$ cat src/rtl/fft_frame_sequencer.sv
// fft_frame_sequencer
// Streaming front/back-end controller for a 16-point FFT core. Collects 16
// complex samples, presents them as flat buses with a one-cycle core_start,
// waits for core_done, captures the bins and streams them out in bin order.
// Optional build macro: FFT_SEQ_TIMEOUT_EN enables a WAIT-state watchdog that
// abandons the frame and raises a sticky err after TIMEOUT_CYCLES cycles.

module fft_frame_sequencer #(
  parameter int WIDTH          = 16,
  parameter int TIMEOUT_CYCLES = 255
) (
  input  logic                    clk,
  input  logic                    rst,
  input  logic                    s_valid,
  output logic                    s_ready,
  input  logic signed [WIDTH-1:0] s_real,
  input  logic signed [WIDTH-1:0] s_imag,
  output logic                    core_start,
  output logic [WIDTH*16-1:0]     core_in_real,
  output logic [WIDTH*16-1:0]     core_in_imag,
  input  logic                    core_done,
  input  logic [WIDTH*16-1:0]     core_out_real,
  input  logic [WIDTH*16-1:0]     core_out_imag,
  output logic                    m_valid,
  input  logic                    m_ready,
  output logic signed [WIDTH-1:0] m_real,
  output logic signed [WIDTH-1:0] m_imag,
  output logic [3:0]              m_index,
  output logic                    m_last,
  output logic                    busy,
  output logic                    err,
  output logic [15:0]             frame_count
);

  typedef enum logic [1:0] {
    ST_LOAD  = 2'd0,
    ST_FIRE  = 2'd1,
    ST_WAIT  = 2'd2,
    ST_DRAIN = 2'd3
  } state_t;

  state_t state_q, state_d;

  logic [3:0]  wr_idx_q, wr_idx_d;
  logic [3:0]  rd_idx_q, rd_idx_d;
  logic [15:0] frame_count_q, frame_count_d;
  logic        busy_q, busy_d;

  logic signed [WIDTH-1:0] in_real_q  [16];
  logic signed [WIDTH-1:0] in_real_d  [16];
  logic signed [WIDTH-1:0] in_imag_q  [16];
  logic signed [WIDTH-1:0] in_imag_d  [16];
  logic signed [WIDTH-1:0] out_real_q [16];
  logic signed [WIDTH-1:0] out_real_d [16];
  logic signed [WIDTH-1:0] out_imag_q [16];
  logic signed [WIDTH-1:0] out_imag_d [16];

`ifdef FFT_SEQ_TIMEOUT_EN
  localparam int TO_W = (TIMEOUT_CYCLES > 1) ? $clog2(TIMEOUT_CYCLES + 1) : 1;
  localparam logic [TO_W-1:0] TIMEOUT_LAST = TO_W'(TIMEOUT_CYCLES - 1);

  logic [TO_W-1:0] timeout_cnt_q, timeout_cnt_d;
  logic            err_q, err_d;
`else
  logic unused_timeout_cfg;
  assign unused_timeout_cfg = (TIMEOUT_CYCLES > 0);
`endif

  // Next-state, buffer write, capture and handshake bookkeeping
  always_comb begin
    state_d       = state_q;
    wr_idx_d      = wr_idx_q;
    rd_idx_d      = rd_idx_q;
    frame_count_d = frame_count_q;
    in_real_d     = in_real_q;
    in_imag_d     = in_imag_q;
    out_real_d    = out_real_q;
    out_imag_d    = out_imag_q;
`ifdef FFT_SEQ_TIMEOUT_EN
    err_d         = err_q;
`endif
    case (state_q)
      ST_LOAD: begin
        if (s_valid) begin
          in_real_d[wr_idx_q] = s_real;
          in_imag_d[wr_idx_q] = s_imag;
          wr_idx_d            = wr_idx_q + 4'd1;
          if (wr_idx_q == 4'd15) begin
            state_d = ST_FIRE;
          end
        end
      end
      ST_FIRE: begin
        state_d = ST_WAIT;
      end
      ST_WAIT: begin
        if (core_done) begin
          for (int k = 0; k < 16; k++) begin
            out_real_d[k] = core_out_real[k*WIDTH +: WIDTH];
            out_imag_d[k] = core_out_imag[k*WIDTH +: WIDTH];
          end
          state_d = ST_DRAIN;
        end
`ifdef FFT_SEQ_TIMEOUT_EN
        else if (timeout_cnt_q == TIMEOUT_LAST) begin
          err_d   = 1'b1;
          state_d = ST_LOAD;
        end
`endif
      end
      ST_DRAIN: begin
        if (m_ready) begin
          rd_idx_d = rd_idx_q + 4'd1;
          if (rd_idx_q == 4'd15) begin
            state_d       = ST_LOAD;
            frame_count_d = frame_count_q + 16'd1;
          end
        end
      end
      default: begin
        state_d = ST_LOAD;
      end
    endcase
    busy_d = (state_d != ST_LOAD);
  end

  // State, index, counter and buffer registers; reset clears both buffers
  always_ff @(posedge clk) begin
    if (rst) begin
      state_q       <= ST_LOAD;
      wr_idx_q      <= 4'd0;
      rd_idx_q      <= 4'd0;
      frame_count_q <= 16'd0;
      busy_q        <= 1'b0;
      for (int k = 0; k < 16; k++) begin
        in_real_q[k]  <= '0;
        in_imag_q[k]  <= '0;
        out_real_q[k] <= '0;
        out_imag_q[k] <= '0;
      end
    end else begin
      state_q       <= state_d;
      wr_idx_q      <= wr_idx_d;
      rd_idx_q      <= rd_idx_d;
      frame_count_q <= frame_count_d;
      busy_q        <= busy_d;
      in_real_q     <= in_real_d;
      in_imag_q     <= in_imag_d;
      out_real_q    <= out_real_d;
      out_imag_q    <= out_imag_d;
    end
  end

`ifdef FFT_SEQ_TIMEOUT_EN
  // Watchdog count: cleared while firing, advances every cycle spent waiting
  always_comb begin
    timeout_cnt_d = timeout_cnt_q;
    if (state_q == ST_FIRE) begin
      timeout_cnt_d = '0;
    end else if (state_q == ST_WAIT) begin
      timeout_cnt_d = timeout_cnt_q + TO_W'(1);
    end
  end

  // Watchdog count and sticky error flag registers
  always_ff @(posedge clk) begin
    if (rst) begin
      timeout_cnt_q <= '0;
      err_q         <= 1'b0;
    end else begin
      timeout_cnt_q <= timeout_cnt_d;
      err_q         <= err_d;
    end
  end

  assign err = err_q;
`else
  assign err = 1'b0;
`endif

  // Flatten the input buffer onto the core buses; slot k sits at k*WIDTH
  always_comb begin
    core_in_real = '0;
    core_in_imag = '0;
    for (int k = 0; k < 16; k++) begin
      core_in_real[k*WIDTH +: WIDTH] = in_real_q[k];
      core_in_imag[k*WIDTH +: WIDTH] = in_imag_q[k];
    end
  end

  assign s_ready     = (state_q == ST_LOAD);
  assign core_start  = (state_q == ST_FIRE);
  assign m_valid     = (state_q == ST_DRAIN);
  assign m_real      = m_valid ? out_real_q[rd_idx_q] : '0;
  assign m_imag      = m_valid ? out_imag_q[rd_idx_q] : '0;
  assign m_index     = rd_idx_q;
  assign m_last      = m_valid && (rd_idx_q == 4'd15);
  assign busy        = busy_q;
  assign frame_count = frame_count_q;

endmodule

$ cat config.mk
export PLATFORM = sky130hd
export DESIGN_NAME = fft_frame_sequencer
export DESIGN_NICKNAME = d
export VERILOG_FILES = /design/src/rtl/fft_frame_sequencer.sv
export SDC_FILE = /design/constraint.sdc
export NUM_CORES = 2
export LEC_CHECK = 0
export BUFFER_PORTS_ARGS = -buffer_cell sky130_fd_sc_hd__buf_2
export CORE_AREA = 5 5 426 428
export CTS_CLUSTER_SIZE = 40
export DETAILED_ROUTE_END_ITERATION = 10
export DIE_AREA = 0 0 431 433
export PLACE_DENSITY_LB_ADDON = 0.1
export SLEW_MARGIN = 20
export SYNTH_ARGS = -nofsm -noshare
export SYNTH_HDL_FRONTEND = slang
export SYNTH_SLANG_ARGS = --single-unit
$ cat constraint.sdc
create_clock -name clk -period 1.8 [get_ports clk]
set_input_delay 0.36 -clock clk [delete_from_list [all_inputs] [get_ports clk]]
set_output_delay 0.36 -clock clk [all_outputs]
set_load 0.1 [all_outputs]
==> out/results.txt <==
Status = complete, but fails checks
Failing checks = negative setup slack
Die W = 431 um
Num CTS Buffers = 132
Slew HR = 45.50%
Sequential cell area = 21,690 um^2
IO Port Bufs = 1,117
R2r setup slk = -0.45 ns
Largest net degree at the start of global routing = 98
FMAX = 336.7 MHz
Clock-pin slew on the worst setup and hold paths = 0.06 ns
Initial antenna violation count = 15
Area post-placement = 51,710 um^2
CTS tree = built
Nets = 7,485
Core Region = 177,500 um^2
GR Overflow Total = 0
Area fraction in compound gates after synthesis = 15.00%
Number of global-route vias before repair = 43,690
HP Class = in -> reg
Post-Synth Adder-Cell Area = 0.1841%
Filler cell count in the final layout = 17,320
CP max stage cell = mux4_2
Routability cong. = 0.8711
Clk sinks = 1,051
Synth Area in Simple Gates = 21.56%
Final Cycle Share = 165.0%
RSZ-0062 raised after global routing = yes
Final ANT Viol Nets = 0
First-pass DRT Iterations = 5
Maximum vdd drop = 0.9042 mV
Iter 0 DRT Violations = 2,895
Ys async rst share = 0%
Worst Path Required = 1.44 ns
I/O pins = 1,119
Row count = 155
First-pass GRT wire length = 316,100 um
Final worst slack = -1.170 ns
Post-Route WL = 239,400 um
Max-Cap Viols = 0
Share of cells above drive strength 1 = 37.94%
Syn_nets = 5,761
CP endpoint kind = primary output
H-Tree Depth = 4
DRC Markers = 0
Slew Limit Fails = 0
Hold Slack = 0.09965 ns
Critical path class = reg -> out
Area Overhead vs Synth = 82.27%
Power per cell area = 744.6 nW/um^2
Leakage power figure = 27.03 nW
Clock buffer depth = 3
Final hold vios = 0
Vias per inst = 4.638
Endpoints failing setup = 669
Placed wire-length estimate = 165,000 um
Post-Syn Area = 40,770 um^2
Distinct cells, synth = 40
Chip Height = 433 um
Root buffer cell = clkbuf_16
Pre-CTS WS = -0.5672 ns
Largest stage delay on the critical path = 0.50 ns
CP arrival = 2.61 ns
Largest family of logic cells by synthesized area = simple AND/OR/NAND/NOR gates
EDFF count, synth = 0
Finished Cell Area = 74,310 um^2
Final core utilization = 41.88%
Worst path cell trace = buf_12 > buf_12 > buf_12 > mux4_2 > nand2b_4 > nand3_4 > o21ai_4 > buf_12
Crit-path most repeated cell = buf_12
Synth Register Bits = 1,051
Worst Tran Pin Value = 0.8176 ns
Via count = 43,550
Routed wire per std cell = 25.50 um
Top_reg_cell synth = dfxtp_1
Synth Area in XOR/XNOR = 0.2793%
Starting Density = 22.98%
Total power = 55.33 mW
Synth Area per Inst = 7.831 um^2
Critical path fanouts, max = 7
Startpoint types = flop
Worst-Skew Late Latency = 0.82 ns
Area of the multi-input gates = 20,270 um^2
Final min period = 2.970 ns
Post-synthesis mux area share = 6.515%
All-Layer GR Usage = 23.14%
Die area = 186,600 um^2
Sequential-to-total area share from yosys stat = 51.61%
Yosys warning count = 0
Cells after synthesis = 5,206
Clock Skew = 0.03228 ns
synthesized netlist by cell type (2+ instances only):
master	count	area share, %
a21oi_1	1036	13
a22oi_1	95	1.7
and2_1	2	0.031
and3_1	16	0.25
and4_1	5	0.11
buf_1	18	0.17
buf_2	105	1.3
buf_4	7	0.13
clkbuf_1	347	3.2
dfxtp_1	1051	52
ha_1	6	0.18
inv_1	3	0.028
mux2i_1	190	4.7
mux4_2	33	1.8
nand2_1	2092	19
nand2b_1	33	0.51
nand3_1	51	0.63
nand4_1	8	0.12
nor2_1	24	0.22
nor2b_1	6	0.092
nor3_1	3	0.037
nor4_1	3	0.046
o21ai_0	39	0.48
or3_1	6	0.092
xnor2_1	7	0.15
xor2_1	6	0.13
layout make-up:
type	instances	share of cell area (%)
Clock inverter	43	0.7930
Inverter	4	0.02694
Sequential cell	1051	29.19
Antenna cell	8	0.02694
Tap cell	2355	3.965
Multi-Input combinational cell	3673	27.28
Timing Repair Buffer	2068	33.72
Clock buffer	188	4.997
placed cells by master, fill, tap and decap left out, drive strengths merged, types with 2 or more instances in the layout:
cell type	n
clkbuf	228
and2	2
o21ai	39
clkinvlp	3
dfxtp	1051
dlygate4sd3	527
a21oi	1036
inv	13
diode	8
xor2	6
nand2	2092
mux2i	190
bufinv	8
or4	2
nand3	52
nor2	24
and4	5
xnor2	7
or3	6
a22oi	95
nand4	9
ha	6
clkinv	23
nor3	3
nand2b	33
buf	1501
nor2b	6
and3	16
nor4	3
mux4	33
per-stage QoR:
stage,setup TNS [ns],cells
after global placement,-19.89,8493
after CTS,-54.24,9311
after floorplan,-18.93,5206
after detailed placement,-20.02,8493
final,-119.24,9390
after global routing,-169.61,9389
power by group:
| group | internal, mW | leakage [nW] | switching (mW) | total, mW |
|---|---|---|---|---|
| Sequential | 23.4 | 8.72 | 0.147 | 23.5 |
| Combinational | 2.10 | 16.2 | 2.97 | 5.07 |
| Clock | 15.6 | 2.10 | 11.1 | 26.7 |
sequential cells by signal, indices dropped and copies added (netlist names):
signal	count
core_in_imag	256
wr_idx_q	4
out_real_q	256
state_q	2
frame_count	16
m_index	4
out_imag_q	256
busy	1
core_in_real	256
metal layers:
metal | wire [um] | global-route usage, % | share of wire (%) | vias up
li1 | - | - | - | 20580
met1 | 90620 | 26.04 | 38 | 21170
met2 | 121400 | 40.89 | 51 | 1392
met3 | 14720 | 6.307 | 6.1 | 406
met4 | 12600 | 10.36 | 5.3 | 2
met5 | 14 | 0 | 0.0058 | -
worst max-delay path: cells and delay by family, from the launching register on:
kind	cells	cell delay, ns
DFF	1	0.42
and+or+nand+nor	2	0.24
buffers and inverters	4	0.57
AOI/OAI and AO/OA	1	0.07
muxes	1	0.50
final timing paths:
kind / start / endpoint / cells past startpoint
max reg2reg: m_index[1]$_SDFFE_PP0P_ / frame_count[15]$_SDFFE_PP0P_ / 6
max: m_index[1]$_SDFFE_PP0P_ / m_real[9] / 8
min: s_imag[11] / core_in_imag[203]$_SDFFE_PP0P_ / 4
min reg2reg: out_real_q[14]$_SDFFE_PP0P_ / out_real_q[14]$_SDFFE_PP0P_ / 2
kinds of logic after synthesis:
group	Yosys count
and+or+nand+nor	2256
AOI/OAI and AO/OA	1173
DFF	1051
buffers and inverters	482
muxes	224
xor gates and xnor gates	13
adders and majority gates	6
other	1
what timing repair did:
| action | CTS | global route |
|---|---|---|
| setup endpoints to repair | 611 | 746 |
| setup buffers | 62 | 29 |
| hold endpoints to repair | 604 | 0 |
| cloned | 1 | 44 |
| resized for setup | 2788 | 429 |
| hold buffers | 527 | 0 |
| pin swaps | 31 | 185 |
Power figures use the tool's default switching activity.
